===== src/rtl/booth_pkg.sv =====
// Shared state encoding and ALU function codes for the Booth / shift-add multiply sequencer.
package booth_pkg;

  typedef enum logic [2:0] {
    ST_IDLE  = 3'd0,
    ST_LOAD  = 3'd1,
    ST_EVAL  = 3'd2,
    ST_SHIFT = 3'd3,
    ST_DONE  = 3'd4
  } state_t;

  localparam logic [1:0] FS_PASS = 2'b00;
  localparam logic [1:0] FS_ADD  = 2'b01;
  localparam logic [1:0] FS_SUB  = 2'b10;

endpackage


===== src/rtl/iter_counter.sv =====
// Loadable iteration down-counter; loads WIDTH, steps down on dec, never wraps below zero.
// zero_nxt flags that the current decrement is the last one.
module iter_counter #(
  parameter  int WIDTH = 8,
  localparam int CW    = $clog2(WIDTH + 1)
) (
  input  logic          clk,
  input  logic          rst_n,
  input  logic          load,
  input  logic          dec,
  output logic [CW-1:0] count,
  output logic          zero_nxt
);

  always_ff @(posedge clk or negedge rst_n) begin
    if (!rst_n) begin
      count <= '0;
    end else if (load) begin
      count <= CW'(WIDTH);
    end else if (dec && (count != '0)) begin
      count <= count - CW'(1);
    end
  end

  assign zero_nxt = (count == CW'(1));

endmodule


===== src/rtl/booth_sequencer.sv =====
// Control sequencer for a WIDTH-iteration shift-add / radix-2 Booth multiplier; done 2*WIDTH+2 cycles after start.
// No backpressure: start is only honoured in IDLE and is dropped (never queued) while busy.
module booth_sequencer
  import booth_pkg::*;
#(
  parameter int WIDTH = 8
) (
  input  logic                         CLK,
  input  logic                         reset_n,
  input  logic                         start,
  input  logic                         mode,
  input  logic                         X0,
  input  logic                         Xm1,
  output logic                         WEN,
  output logic                         SEL,
  output logic [1:0]                   FS,
  output logic                         SHIFT,
  output logic                         busy,
  output logic                         done,
  output logic [$clog2(WIDTH+1)-1:0]   count
);

  state_t state_q;
  state_t state_d;
  logic   mode_q;
  logic   last_iter;

  iter_counter #(.WIDTH(WIDTH)) u_iter_counter (
    .clk      (CLK),
    .rst_n    (reset_n),
    .load     (state_q == ST_LOAD),
    .dec      (state_q == ST_SHIFT),
    .count    (count),
    .zero_nxt (last_iter)
  );

  // mode is captured together with start so mid-operation changes cannot alter the decode
  always_ff @(posedge CLK or negedge reset_n) begin
    if (!reset_n) begin
      state_q <= ST_IDLE;
      mode_q  <= 1'b0;
    end else begin
      state_q <= state_d;
      if ((state_q == ST_IDLE) && start) begin
        mode_q <= mode;
      end
    end
  end

  always_comb begin
    state_d = state_q;
    case (state_q)
      ST_IDLE:  state_d = start ? ST_LOAD : ST_IDLE;
      ST_LOAD:  state_d = ST_EVAL;
      ST_EVAL:  state_d = ST_SHIFT;
      ST_SHIFT: state_d = last_iter ? ST_DONE : ST_EVAL;
      ST_DONE:  state_d = ST_IDLE;
      default:  state_d = ST_IDLE;
    endcase
  end

  always_comb begin
    WEN   = 1'b0;
    SEL   = 1'b0;
    FS    = FS_PASS;
    SHIFT = 1'b0;
    busy  = 1'b0;
    done  = 1'b0;
    case (state_q)
      ST_LOAD: begin
        WEN  = 1'b1;
        busy = 1'b1;
      end
      ST_EVAL: begin
        SEL  = 1'b1;
        busy = 1'b1;
        // Booth looks at the {Q0,Q-1} pair; shift-add only at Q0
        if (mode_q) begin
          case ({X0, Xm1})
            2'b01:   begin FS = FS_ADD; WEN = 1'b1; end
            2'b10:   begin FS = FS_SUB; WEN = 1'b1; end
            default: begin FS = FS_PASS; WEN = 1'b0; end
          endcase
        end else if (X0) begin
          FS  = FS_ADD;
          WEN = 1'b1;
        end
      end
      ST_SHIFT: begin
        SHIFT = 1'b1;
        SEL   = 1'b1;
        busy  = 1'b1;
      end
      ST_DONE: done = 1'b1;
      default: ;
    endcase
  end

endmodule


===== config.mk =====
export PLATFORM = sky130hd
export DESIGN_NAME = booth_sequencer
export DESIGN_NICKNAME = d
export VERILOG_FILES = /design/src/rtl/booth_pkg.sv /design/src/rtl/iter_counter.sv /design/src/rtl/booth_sequencer.sv
export SDC_FILE = /design/constraint.sdc
export NUM_CORES = 1
export LEC_CHECK = 0
export BUFFER_PORTS_ARGS = -buffer_cell sky130_fd_sc_hd__buf_4
export CELL_PAD_IN_SITES_DETAIL_PLACEMENT = 0
export CELL_PAD_IN_SITES_GLOBAL_PLACEMENT = 1
export CORE_MARGIN = 5
export CORE_UTILIZATION = 40
export CTS_BUF_LIST = sky130_fd_sc_hd__clkbuf_2 sky130_fd_sc_hd__clkbuf_4 sky130_fd_sc_hd__clkbuf_8
export CTS_CLUSTER_SIZE = 40
export DETAILED_ROUTE_END_ITERATION = 8
export PLACE_DENSITY_LB_ADDON = 0.25
export SKIP_CTS_REPAIR_TIMING = 1
export SLEW_MARGIN = 40
export SYNTH_ARGS = -nofsm -noshare
export SYNTH_HDL_FRONTEND = slang
export SYNTH_SLANG_ARGS = --single-unit

===== constraint.sdc =====
create_clock -name CLK -period 2.5 [get_ports CLK]
set_input_delay 0.375 -clock CLK [delete_from_list [all_inputs] [get_ports CLK]]
set_output_delay 0.375 -clock CLK [all_outputs]
set_load 0.05 [all_outputs]

==> impl_results.md, run 1 <==
* #FFs+latches synth at 8
* CTS tree: done
* Area delta synth->final at 29.7%
* Die Y at 46.1 um
* Max Fclk at 0.554 GHz
* Deepest clock path buffer count at 2
* Area share of and/or/nand/nor cells after synthesis at 26.1%
* Initial antenna violation count at 0
* Finished Cell Area at 677 sq um
* Skew final at 0.00329 ns
* Detailed-routing wirelength on met1 at 452 um
* Critical-path cell list: and3b_1, buf_4
* Combinational family with the most area after synthesis: simple AND/OR/NAND/NOR gates
* Adder-Cell Fraction of Synth Area at 9.59%
* Number of I/O port buffers at 16
* Status: finished clean
* Drt pass-1 iters at 3
* Max cap viols at 0
* Syn nets at 64
* DR DRC count at 0
* Mux share of post-synthesis cell area at 4.08%
* YS warnings at 0
* Met2 WL at 502 um
* IO Count at 17
* Via count at 438
* CP peak stage delay at 0.50 ns
* RSZ-0062 raised after global routing: no
* Hold_ws at 0.339 ns
* Largest net degree at the start of global routing at 12
* Overflow after GRT at 0
* Multi-input logic area at 283 sq um
* Period minus WS final at 1.81 ns
* Pins Over Slew Limit at 0
* Most frequent cells in the layout: buf_4 (16), dfrtp_1 (8), inv_1 (6)
* Async SR Flop Fraction at 100%
* Final hold violation count at 0
* Highest metal used: met4
* Synth Area per Inst at 9.66 sq um
* Clock latency on the worst-skew pair at 0.25 ns
* HP Class: input pin to flip-flop
* Slew @ Worst Pin at 0.345 ns
* Part of the cycle the worst path needs at 72.3%
* Global router's overall resource usage at 12.4%
* Worst setup EP type: primary output
* Post-synthesis xor/xnor area fraction at 0%
* Finish-stage setup viols at 0
* Crit Path Max Fanout at 11
* Die Area at 2130 sq um
* Slew margin rel. at 76.7%
* GPL Wtd Cong at 0.642
* Setup TNS at 0 ns
* Hpwl dp at 809 um
* EDFF count, synth at 0
* Ys flop type: dfrtp_1
* NumNets Final at 84
* Via density at 5.03
* Initial Util at 41.1%
* Commonest non-fill, non-tap cell in the layout: buf_4
* Fill cell count at 123
* DR WL met3 at 56 um
* Cells after Synth at 54
* Core area at 1270 sq um
* Buf+Inv Stages, Crit Path at 1
* Crit path kind: flip-flop to primary output
* Vias in the first global route at 423
* Clock Sink Count at 8
* Compound-gate portion of the synthesized area at 14.4%
* Final wirelength at 1020 um
* Antenna violation net count after detailed routing at 0
* Unique masters post-synth at 29
* Clock-pin slew on the worst setup and hold paths at 0.06 ns
* Die Span X at 46.1 um
* Max stage delay cell, worst path: dfrtp_1
* Root Driver: clkbuf_4
* Share of cells above drive strength 1 at 30.6%
* Depth of the CTS H-tree at 1
* CP arrival at 1.43 ns
* WP data required at 2.12 ns
* FF+latch area at 200 sq um
* Final Util at 53.4%
* Share of the yosys chip area belonging to registers at 38.4%
* Row count at 13
* 1st-iter DRT viols at 13
* # diodes at 0
* CP delay by family, top: flip-flops
* Placement Cell Area at 644 sq um
* Startpoint types: flip-flop
* Total CTS buffers at 3
* Cell area after synthesis at 522 sq um
* Routed len/inst at 11.7 um
* First-pass GRT wire length at 1840 um
## synth_stat cells (2+ instances only)
library cell | n | area share (%)
dfrtp_1 | 8 | 38
a21oi_1 | 3 | 2.9
and2_1 | 2 | 2.4
ha_1 | 4 | 9.6
nand3_1 | 2 | 1.9
and3_1 | 2 | 2.4
inv_1 | 6 | 4.3
nand2_1 | 2 | 1.4
nor2_1 | 5 | 3.6
## state kept, by name, summed over array words and instances (netlist names)
register / flops
state_q: 3
mode_q: 1
u_iter_counter.count: 4
## worst register-to-register path, cell delays in order (launching register included)
cell     delay (ns)
dfrtp_1        0.41
inv_1          0.11
ha_1           0.22
or3b_4         0.43
nand3_1        0.12
mux2i_1        0.18
## cells by family after synthesis
kind of cell | count (synthesis)
flops | 8
fa+ha+maj | 4
mux | 2
compound gates | 10
buf+inv | 8
simple gates | 22
## per-stage QoR
step | cells | worst slack [ns]
5_1_grt | 87 | 0.617
4_1_cts | 86 | 0.690
3_3_place_gp | 83 | 0.795
6_report | 87 | 0.694
3_5_place_dp | 83 | 0.763
2_1_floorplan | 54 | 0.481
## area by class of cell
type,instances,area share [%]
Sequential cell,8,29.6
Timing Repair Buffer,17,19.2
Inverter,6,3.33
Tap cell,15,2.77
Clock buffer,3,3.33
Multi-Input combinational cell,38,41.8
## per-layer routing
layer / GRT usage (%) / vias to the layer above
met5: 0 / -
met4: 10.2 / 0
met3: 2.34 / 2
met2: 19.5 / 10
met1: 14.4 / 198
li1: - / 228
## final timing paths
| path | from | end | slack (ns) | cells past startpoint |
|---|---|---|---|---|
| max in group asynchronous | reset_n | u_iter_counter.count[2]$_DFFE_PN0P_ | 1.91 | 2 |
| setup reg to reg | u_iter_counter.count[0]$_DFFE_PN0P_ | u_iter_counter.count[3]$_DFFE_PN0P_ | 0.97 | 5 |
| hold reg to reg | u_iter_counter.count[3]$_DFFE_PN0P_ | u_iter_counter.count[3]$_DFFE_PN0P_ | 0.57 | 1 |
| hold / removal | start | state_q[0]$_DFF_PN0_ | 0.34 | 2 |
| min in group asynchronous | reset_n | state_q[2]$_DFF_PN0_ | 0.47 | 2 |
| setup / recovery | state_q[1]$_DFF_PN0_ | SHIFT | 0.69 | 2 |
Power of run 1 is not shown: default switching activity piles up to over one toggle a cycle in this logic, so the estimate is an artifact.
==> run 2: changes to the inputs <==
--- a/config.mk
+++ b/config.mk
@@ -9,7 +9,7 @@
 export CELL_PAD_IN_SITES_DETAIL_PLACEMENT = 0
 export CELL_PAD_IN_SITES_GLOBAL_PLACEMENT = 1
 export CORE_MARGIN = 5
-export CORE_UTILIZATION = 40
+export CORE_UTILIZATION = 34
 export CTS_BUF_LIST = sky130_fd_sc_hd__clkbuf_2 sky130_fd_sc_hd__clkbuf_4 sky130_fd_sc_hd__clkbuf_8
 export CTS_CLUSTER_SIZE = 40
 export DETAILED_ROUTE_END_ITERATION = 8
==> constraint.sdc (replaced) <==
create_clock -name CLK -period 1.5 [get_ports CLK]
set_input_delay 0.225 -clock CLK [delete_from_list [all_inputs] [get_ports CLK]]
set_output_delay 0.225 -clock CLK [all_outputs]
set_load 0.05 [all_outputs]
==> run 2 against run 1 <==
Compared with the run above: worst hold slack got worse by 0.16 ns; sequential cell count stayed put; cell count up 11%; die area increased by 14%; design area increased by 15%; register-to-register slack lost 0.92 ns; clock skew grew 0.0096 ns; clock-buffer cell count rose by 1; highest routed layer unchanged.
==> impl_results.md, run 2 (synthesis results as in run 1) <==
* Status: finished clean
* Clock-pin slew on the worst setup and hold paths at 0.06 ns (about the same)
* Root Driver: clkbuf_4
* Worst setup EP type: primary output
* Crit path kind: flip-flop to primary output
* Period minus WS final at 1.46 ns
* Vias in the first global route at 434 (+2.6%)
* Via count at 496 (+13%)
* Hpwl dp at 855 um (+5.7%)
* Worst hold path startpoint: start
* Most frequent cells in the layout: buf_4 (22), dfrtp_2 (5), inv_1 (4), nor2_1 (4), clkbuf_4 (4)
* Final std cells w/o fill at 97 (+11%)
* Depth of the CTS H-tree at 1 (unchanged)
* DR DRC count at 0 (unchanged)
* IO Count at 17 (unchanged)
* Via density at 5.11 (+1.6%)
* Area delta synth->final at 49.4%
* First-pass GRT wire length at 1950 um (+6.0%)
* Max reg flops at 4 (unchanged)
* Initial Util at 35.0% (-6.1 points)
* Max cap viols at 0 (unchanged)
* Top reg by flops: u_iter_counter.count
* Commonest non-fill, non-tap cell in the layout: buf_4
* Routed len/inst at 12.4 um (+5.4%)
* Pins Over Slew Limit at 0 (unchanged)
* Core area at 1490 sq um (+17%)
* WP data required at 1.27 ns (-0.85 ns)
* Hold path endpoint: state_q[0]$_DFF_PN0_
* Max stage delay cell, worst path: dfrtp_2
* # diodes at 0 (unchanged)
* Slew margin rel. at 77.5% (+0.84 points)
* Deepest clock path buffer count at 2 (unchanged)
* Total CTS buffers at 3 (unchanged)
* Skew final at 0.0129 ns (+0.00960 ns)
* Part of the cycle the worst path needs at 97.2%
* GPL Wtd Cong at 0.669 (+4.3%)
* Row count at 14 (+1)
* Die Y at 49.2 um (+6.6%)
* FF-to-FF Start: u_iter_counter.count[0]$_DFFE_PN0P_
* Initial antenna violation count at 0 (unchanged)
* R2R cell count at 5 (unchanged)
* Placed Cells incl. Taps at 84 (+1.2%)
* Die Area at 2420 sq um (+14%)
* Overflow after GRT at 0 (unchanged)
* Global router's overall resource usage at 10.3% (-2.1 points)
* HP Class: input pin to flip-flop
* Max Fclk at 0.686 GHz
* Antenna violation net count after detailed routing at 0 (unchanged)
* Startpoint types: flip-flop
* CP delay by family, top: flip-flops
* Slew @ Worst Pin at 0.336 ns (-0.00921 ns)
* CP peak stage delay at 0.44 ns (-0.06 ns)
* Hold path depth at 2 (unchanged)
* Buf+Inv Stages, Crit Path at 1 (unchanged)
* CP arrival at 1.23 ns (-0.20 ns)
* Worst flop-to-flop path endpoint: u_iter_counter.count[3]$_DFFE_PN0P_
* FF-to-FF setup slack at 0.05 ns (-0.92 ns)
* Critical-path cell list: and3b_2, buf_4
* Final wirelength at 1200 um (+18%)
* 1st-iter DRT viols at 3 (-10)
* Drt pass-1 iters at 3 (unchanged)
* Clock latency on the worst-skew pair at 0.27 ns (+0.02 ns)
* CTS tree: done
* Largest regs: u_iter_counter.count: 4 flops, state_q: 3 flops, mode_q: 1 flops
* Share of cells above drive strength 1 at 51.9% (+21 points)
* Clock Sink Count at 8 (unchanged)
* Die Span X at 49.2 um (+6.6%)
* Final hold violation count at 0 (unchanged)
* Finish-stage setup viols at 0 (unchanged)
* Crit Path Max Fanout at 8 (-3)
* Number of I/O port buffers at 16 (unchanged)
* RSZ-0062 raised after global routing: yes
* NumNets Final at 92 (+9.5%)
* Largest net degree at the start of global routing at 12 (unchanged)
run 2: how the worst max path moves through the flow:
stage	start	cells after the start	slack, ns	endpoint
3_3_place_gp	X0	7	0.06	WEN
6_report	state_q[2]$_DFF_PN0_	2	0.04	SHIFT
5_1_grt	state_q[0]$_DFF_PN0_	4	-0.02	WEN
2_1_floorplan	u_iter_counter.count[1]$_DFFE_PN0P_	5	-0.003	u_iter_counter.count[3]$_DFFE_PN0P_
3_5_place_dp	X0	7	0.06	WEN
4_1_cts	state_q[1]$_DFF_PN0_	2	-0.20	SHIFT
run 2: area by class of cell:
| cell class | count | area (sq um) |
|---|---|---|
| multi-input combinational | 38 | 303 |
| sequential | 8 | 206 |
| fill | 156 | 709 |
| tap | 16 | 20.0 |
| clock buffer | 4 | 30.0 |
| timing repair buffer | 25 | 198 |
| inverter | 6 | 22.5 |
run 2: through the flow:
stage / hold WS [ns] / utilization, % / setup WS (ns) / TNS (ns) / area [sq um]
after floorplan: -0.0706 / - / -0.00336 / -0.00343 / 541
after global placement: 0.0508 / 44.6 / 0.0626 / 0 / 664
after detailed placement: 0.0497 / 44.6 / 0.0649 / 0 / 664
after CTS: -0.238 / 46.6 / -0.197 / -0.327 / 694
after global routing: 0.186 / 52.4 / -0.0219 / -0.0599 / 779
final: 0.176 / 52.4 / 0.0417 / 0 / 779
run 2: metal layers:
| metal | up-vias | GRT usage, % | routed length [um] |
|---|---|---|---|
| li1 | 244 | - | - |
| met3 | 3 | 3.98 | 97 |
| met4 | 0 | 8.07 | 29 |
| met5 | - | 0 | 0 |
| met2 | 15 | 15.7 | 595 |
| met1 | 234 | 11.3 | 477 |
Power of run 2 is left out for the same reason.
==> run 3: changes to the inputs <==
--- a/config.mk
+++ b/config.mk
@@ -9,7 +9,7 @@
 export CELL_PAD_IN_SITES_DETAIL_PLACEMENT = 0
 export CELL_PAD_IN_SITES_GLOBAL_PLACEMENT = 1
 export CORE_MARGIN = 5
-export CORE_UTILIZATION = 34
+export CORE_UTILIZATION = 25
 export CTS_BUF_LIST = sky130_fd_sc_hd__clkbuf_2 sky130_fd_sc_hd__clkbuf_4 sky130_fd_sc_hd__clkbuf_8
 export CTS_CLUSTER_SIZE = 40
 export DETAILED_ROUTE_END_ITERATION = 8
@@ -18,4 +18,5 @@
 export SLEW_MARGIN = 40
 export SYNTH_ARGS = -nofsm -noshare
 export SYNTH_HDL_FRONTEND = slang
+export SYNTH_HIERARCHICAL = 1
 export SYNTH_SLANG_ARGS = --single-unit
==> run 3 against run 2 <==
Compared with the run above: the run now ends with setup timing left; synthesized cell count rose by 3.7%; largest cell class unchanged; non-clock buffer count grew 6; critical path depth up 2; first-iteration DRC count grew to 2.7 times the previous value; sequential share of layout area down 4.5 points; clock-buffer cell count shrank 1; register-to-register slack got worse by 0.23 ns; utilization shrank 7.0 points; die area increased by 33%; cell count up 20%; setup slack got worse by 0.28 ns; global-route usage down 2.4 points.
==> impl_results.md, run 3 <==
* Commonest non-fill, non-tap cell in the layout: buf_4
* IO Count at 17 (unchanged)
* Global router's overall resource usage at 7.88% (-2.4 points)
* Initial antenna violation count at 0 (unchanged)
* DR WL met3 at 67 um (-31%)
* Worst setup EP type: primary output
* Startpoint types: flip-flop
* First-pass GRT wire length at 1940 um (-0.36%)
* Max cap viols at 0 (unchanged)
* Final Power at 2.23 mW
* Hpwl dp at 970 um (+13%)
* Syn nets at 67 (+4.7%)
* Die Y at 56.7 um (+15%)
* Row count at 16 (+2)
* Drt pass-1 iters at 4 (+1)
* Unique masters post-synth at 22 (-24%)
* WP data required at 1.27 ns (about the same)
* YS warnings at 6 (+6)
* 1st-iter DRT viols at 8 (+5)
* Max reg flops at 4 (unchanged)
* Cells after Synth at 56 (+3.7%)
* Clock-pin slew on the worst setup and hold paths at 0.06 ns (about the same)
* # diodes at 0 (unchanged)
* Period minus WS final at 1.74 ns (+0.279 ns)
* GPL Wtd Cong at 0.726 (+8.5%)
* Initial Util at 26.9% (-8.1 points)
* Top reg by flops: u_iter_counter/count
* Crit Path Max Fanout at 4 (-4)
* FF+latch area at 201 sq um (-2.4%)
* HP Class: input pin to flip-flop
* Finish-stage setup viols at 6 (+6)
* Part of the cycle the worst path needs at 116% (+19 points)
* Status: finished with violations
* Worst IR Drop VDD at 1080 uV
* Skew final at 0.00370 ns (-0.00918 ns)
* Hold_ws at 0.197 ns (+0.0212 ns)
* Leak at 0.456 nW
* Crit path kind: flip-flop to primary output
* Largest net degree at the start of global routing at 9 (-3)
* Via count at 514 (+3.6%)
* PD cells at 2430 nW/um^2
* Setup ws final at -0.238 ns (-0.279 ns)
* Most frequent cell after synthesis: nor2_1
* Root Driver: clkbuf_4
* Die Span X at 56.7 um (+15%)
* Most frequent cells in the layout: buf_4 (24), nor2_1 (10), dfrtp_1 (7)
* Fill cell count at 195 (+25%)
* Largest cells by area after synthesis: dfrtp_1 (37%), ha_1 (11%), nor2_1 (9.0%)
* Detailed-routing wirelength on met1 at 617 um (+29%)
* Ys flop type: dfrtp_1
* Pins Over Slew Limit at 0 (unchanged)
* Share of cells above drive strength 1 at 55.1% (+3.2 points)
* FF-to-FF setup slack at -0.18 ns (-0.23 ns)
* Depth of the CTS H-tree at 1 (unchanged)
* Slew margin rel. at 76.7% (-0.81 points)
* Routed len/inst at 11.4 um (-7.5%)
* Core area at 2020 sq um (+36%)
* Via density at 4.43 (-13%)
* Top cells by count, synth: nor2_1 (13), dfrtp_1 (8), ha_1 (5), inv_1 (5), and2_1 (4)
* Top-area cell type share of the netlist area at 36.8% (-1.6 points)
* Max Fclk at 0.576 GHz (-16%)
* #FFs+latches synth at 8 (unchanged)
* Worst flop-to-flop path endpoint: u_iter_counter/count[3]$_DFFE_PN0P_
* CP arrival at 1.51 ns (+0.28 ns)
* Async SR Flop Fraction at 100% (unchanged)
* Overflow after GRT at 0 (unchanged)
* Failing checks: setup timing
* Critical path startpoint: state_q[2]$_DFF_PN0_
* Share of the yosys chip area belonging to registers at 36.8% (-1.6 points)
* End point of the critical path: FS[0]
* EDFF count, synth at 0 (unchanged)
* Multi-input logic area at 375 sq um (+24%)
* Placed Cells incl. Taps at 109 (+30%)
* Clock latency on the worst-skew pair at 0.26 ns (about the same)
* Setup TNS at -0.941 ns (-0.941 ns)
* Largest regs: u_iter_counter/count: 4 flops, state_q: 3 flops, mode_q: 1 flops
* Highest metal used: met4
* Slew @ Worst Pin at 0.344 ns (+0.00883 ns)
* R2R cell count at 5 (unchanged)
* Total CTS buffers at 3 (unchanged)
* Final std cells w/o fill at 116 (+20%)
* Vias in the first global route at 439 (+1.2%)
* NumNets Final at 102 (+11%)
* FF-to-FF Start: state_q[2]$_DFF_PN0_
* Area delta synth->final at 68.5%
* Met2 WL at 617 um (+3.7%)
* Cell area after synthesis at 544 sq um (+4.3%)
* RSZ-0062 raised after global routing: yes
* Deepest clock path buffer count at 2 (unchanged)
* DR DRC count at 0 (unchanged)
* CTS tree: done
* Dominant cell type by area after synthesis: dfrtp_1
* Final wirelength at 1330 um (+11%)
* Antenna violation net count after detailed routing at 0 (unchanged)
* Number of I/O port buffers at 16 (unchanged)
* Clock Sink Count at 8 (unchanged)
* Final hold violation count at 0 (unchanged)
* Synth Area per Inst at 9.72 sq um (+0.59%)
* Die Area at 3210 sq um (+33%)
## run 3: worst min path at each step
stage          slack (ns)                             endpoint    start  depth (start not counted)
2_1_floorplan       -0.07                   mode_q$_DFFE_PN0P_  reset_n                          0
3_3_place_gp         0.06                 state_q[0]$_DFF_PN0_  reset_n                          1
3_5_place_dp         0.06                 state_q[0]$_DFF_PN0_  reset_n                          1
4_1_cts             -0.23  u_iter_counter/count[1]$_DFFE_PN0P_  reset_n                          1
5_1_grt              0.19                   mode_q$_DFFE_PN0P_     mode                          2
6_report             0.20                   mode_q$_DFFE_PN0P_     mode                          2
## run 3: cell families (layout without fill, tap and decap cells)
group / after synthesis / count (layout) / share of synthesized area (%)
fa+ha+maj: 5 / 5 / 11.5
compound gates: 6 / 6 / 11.3
buf+inv: 6 / 39 / 5.52
mux: 4 / 4 / 8.05
simple gates: 27 / 27 / 26.9
flops: 8 / 8 / 36.8
## run 3: critical path, stage by stage, from the launching register on
cell and delay, ns:
dfrtp_2 0.43, or3b_4 0.40, buf_4 0.17, nor2_4 0.10, buf_6 0.16
## run 3: where the power goes
| part | internal, mW | switching [mW] | total, mW |
|---|---|---|---|
| sequential | 0.315 | 0.0957 | 0.411 |
| clock | 0.0923 | 0.0834 | 0.176 |
| combinational | 0.745 | 0.901 | 1.65 |
| total | 1.15 | 1.08 | 2.23 |
## run 3: through the flow
stage | setup WS [ns] | utilization, % | instance area, sq um
after floorplan | -0.476 | - | 573
after detailed placement | -0.0554 | 39.5 | 798
final | -0.238 | 45.4 | 917
after global routing | -0.301 | 45.4 | 917
after global placement | -0.00483 | 39.5 | 798
after CTS | -0.292 | 40.6 | 821
## run 3: final cells by class
cell class                 instances  area share, %
tap                               27           3.68
timing repair buffer              31           28.9
multi-input combinational         42           40.9
inverter                           5           2.05
sequential                         8           22.0
clock buffer                       3           2.46
## run 3: per-layer routing
layer,global-route usage (%),up-vias
met5,0,-
met4,6.10,0
met3,2.29,2
met2,11.1,12
met1,9.93,242
li1,-,258
Note: power is estimated with default switching activity, not from simulation.
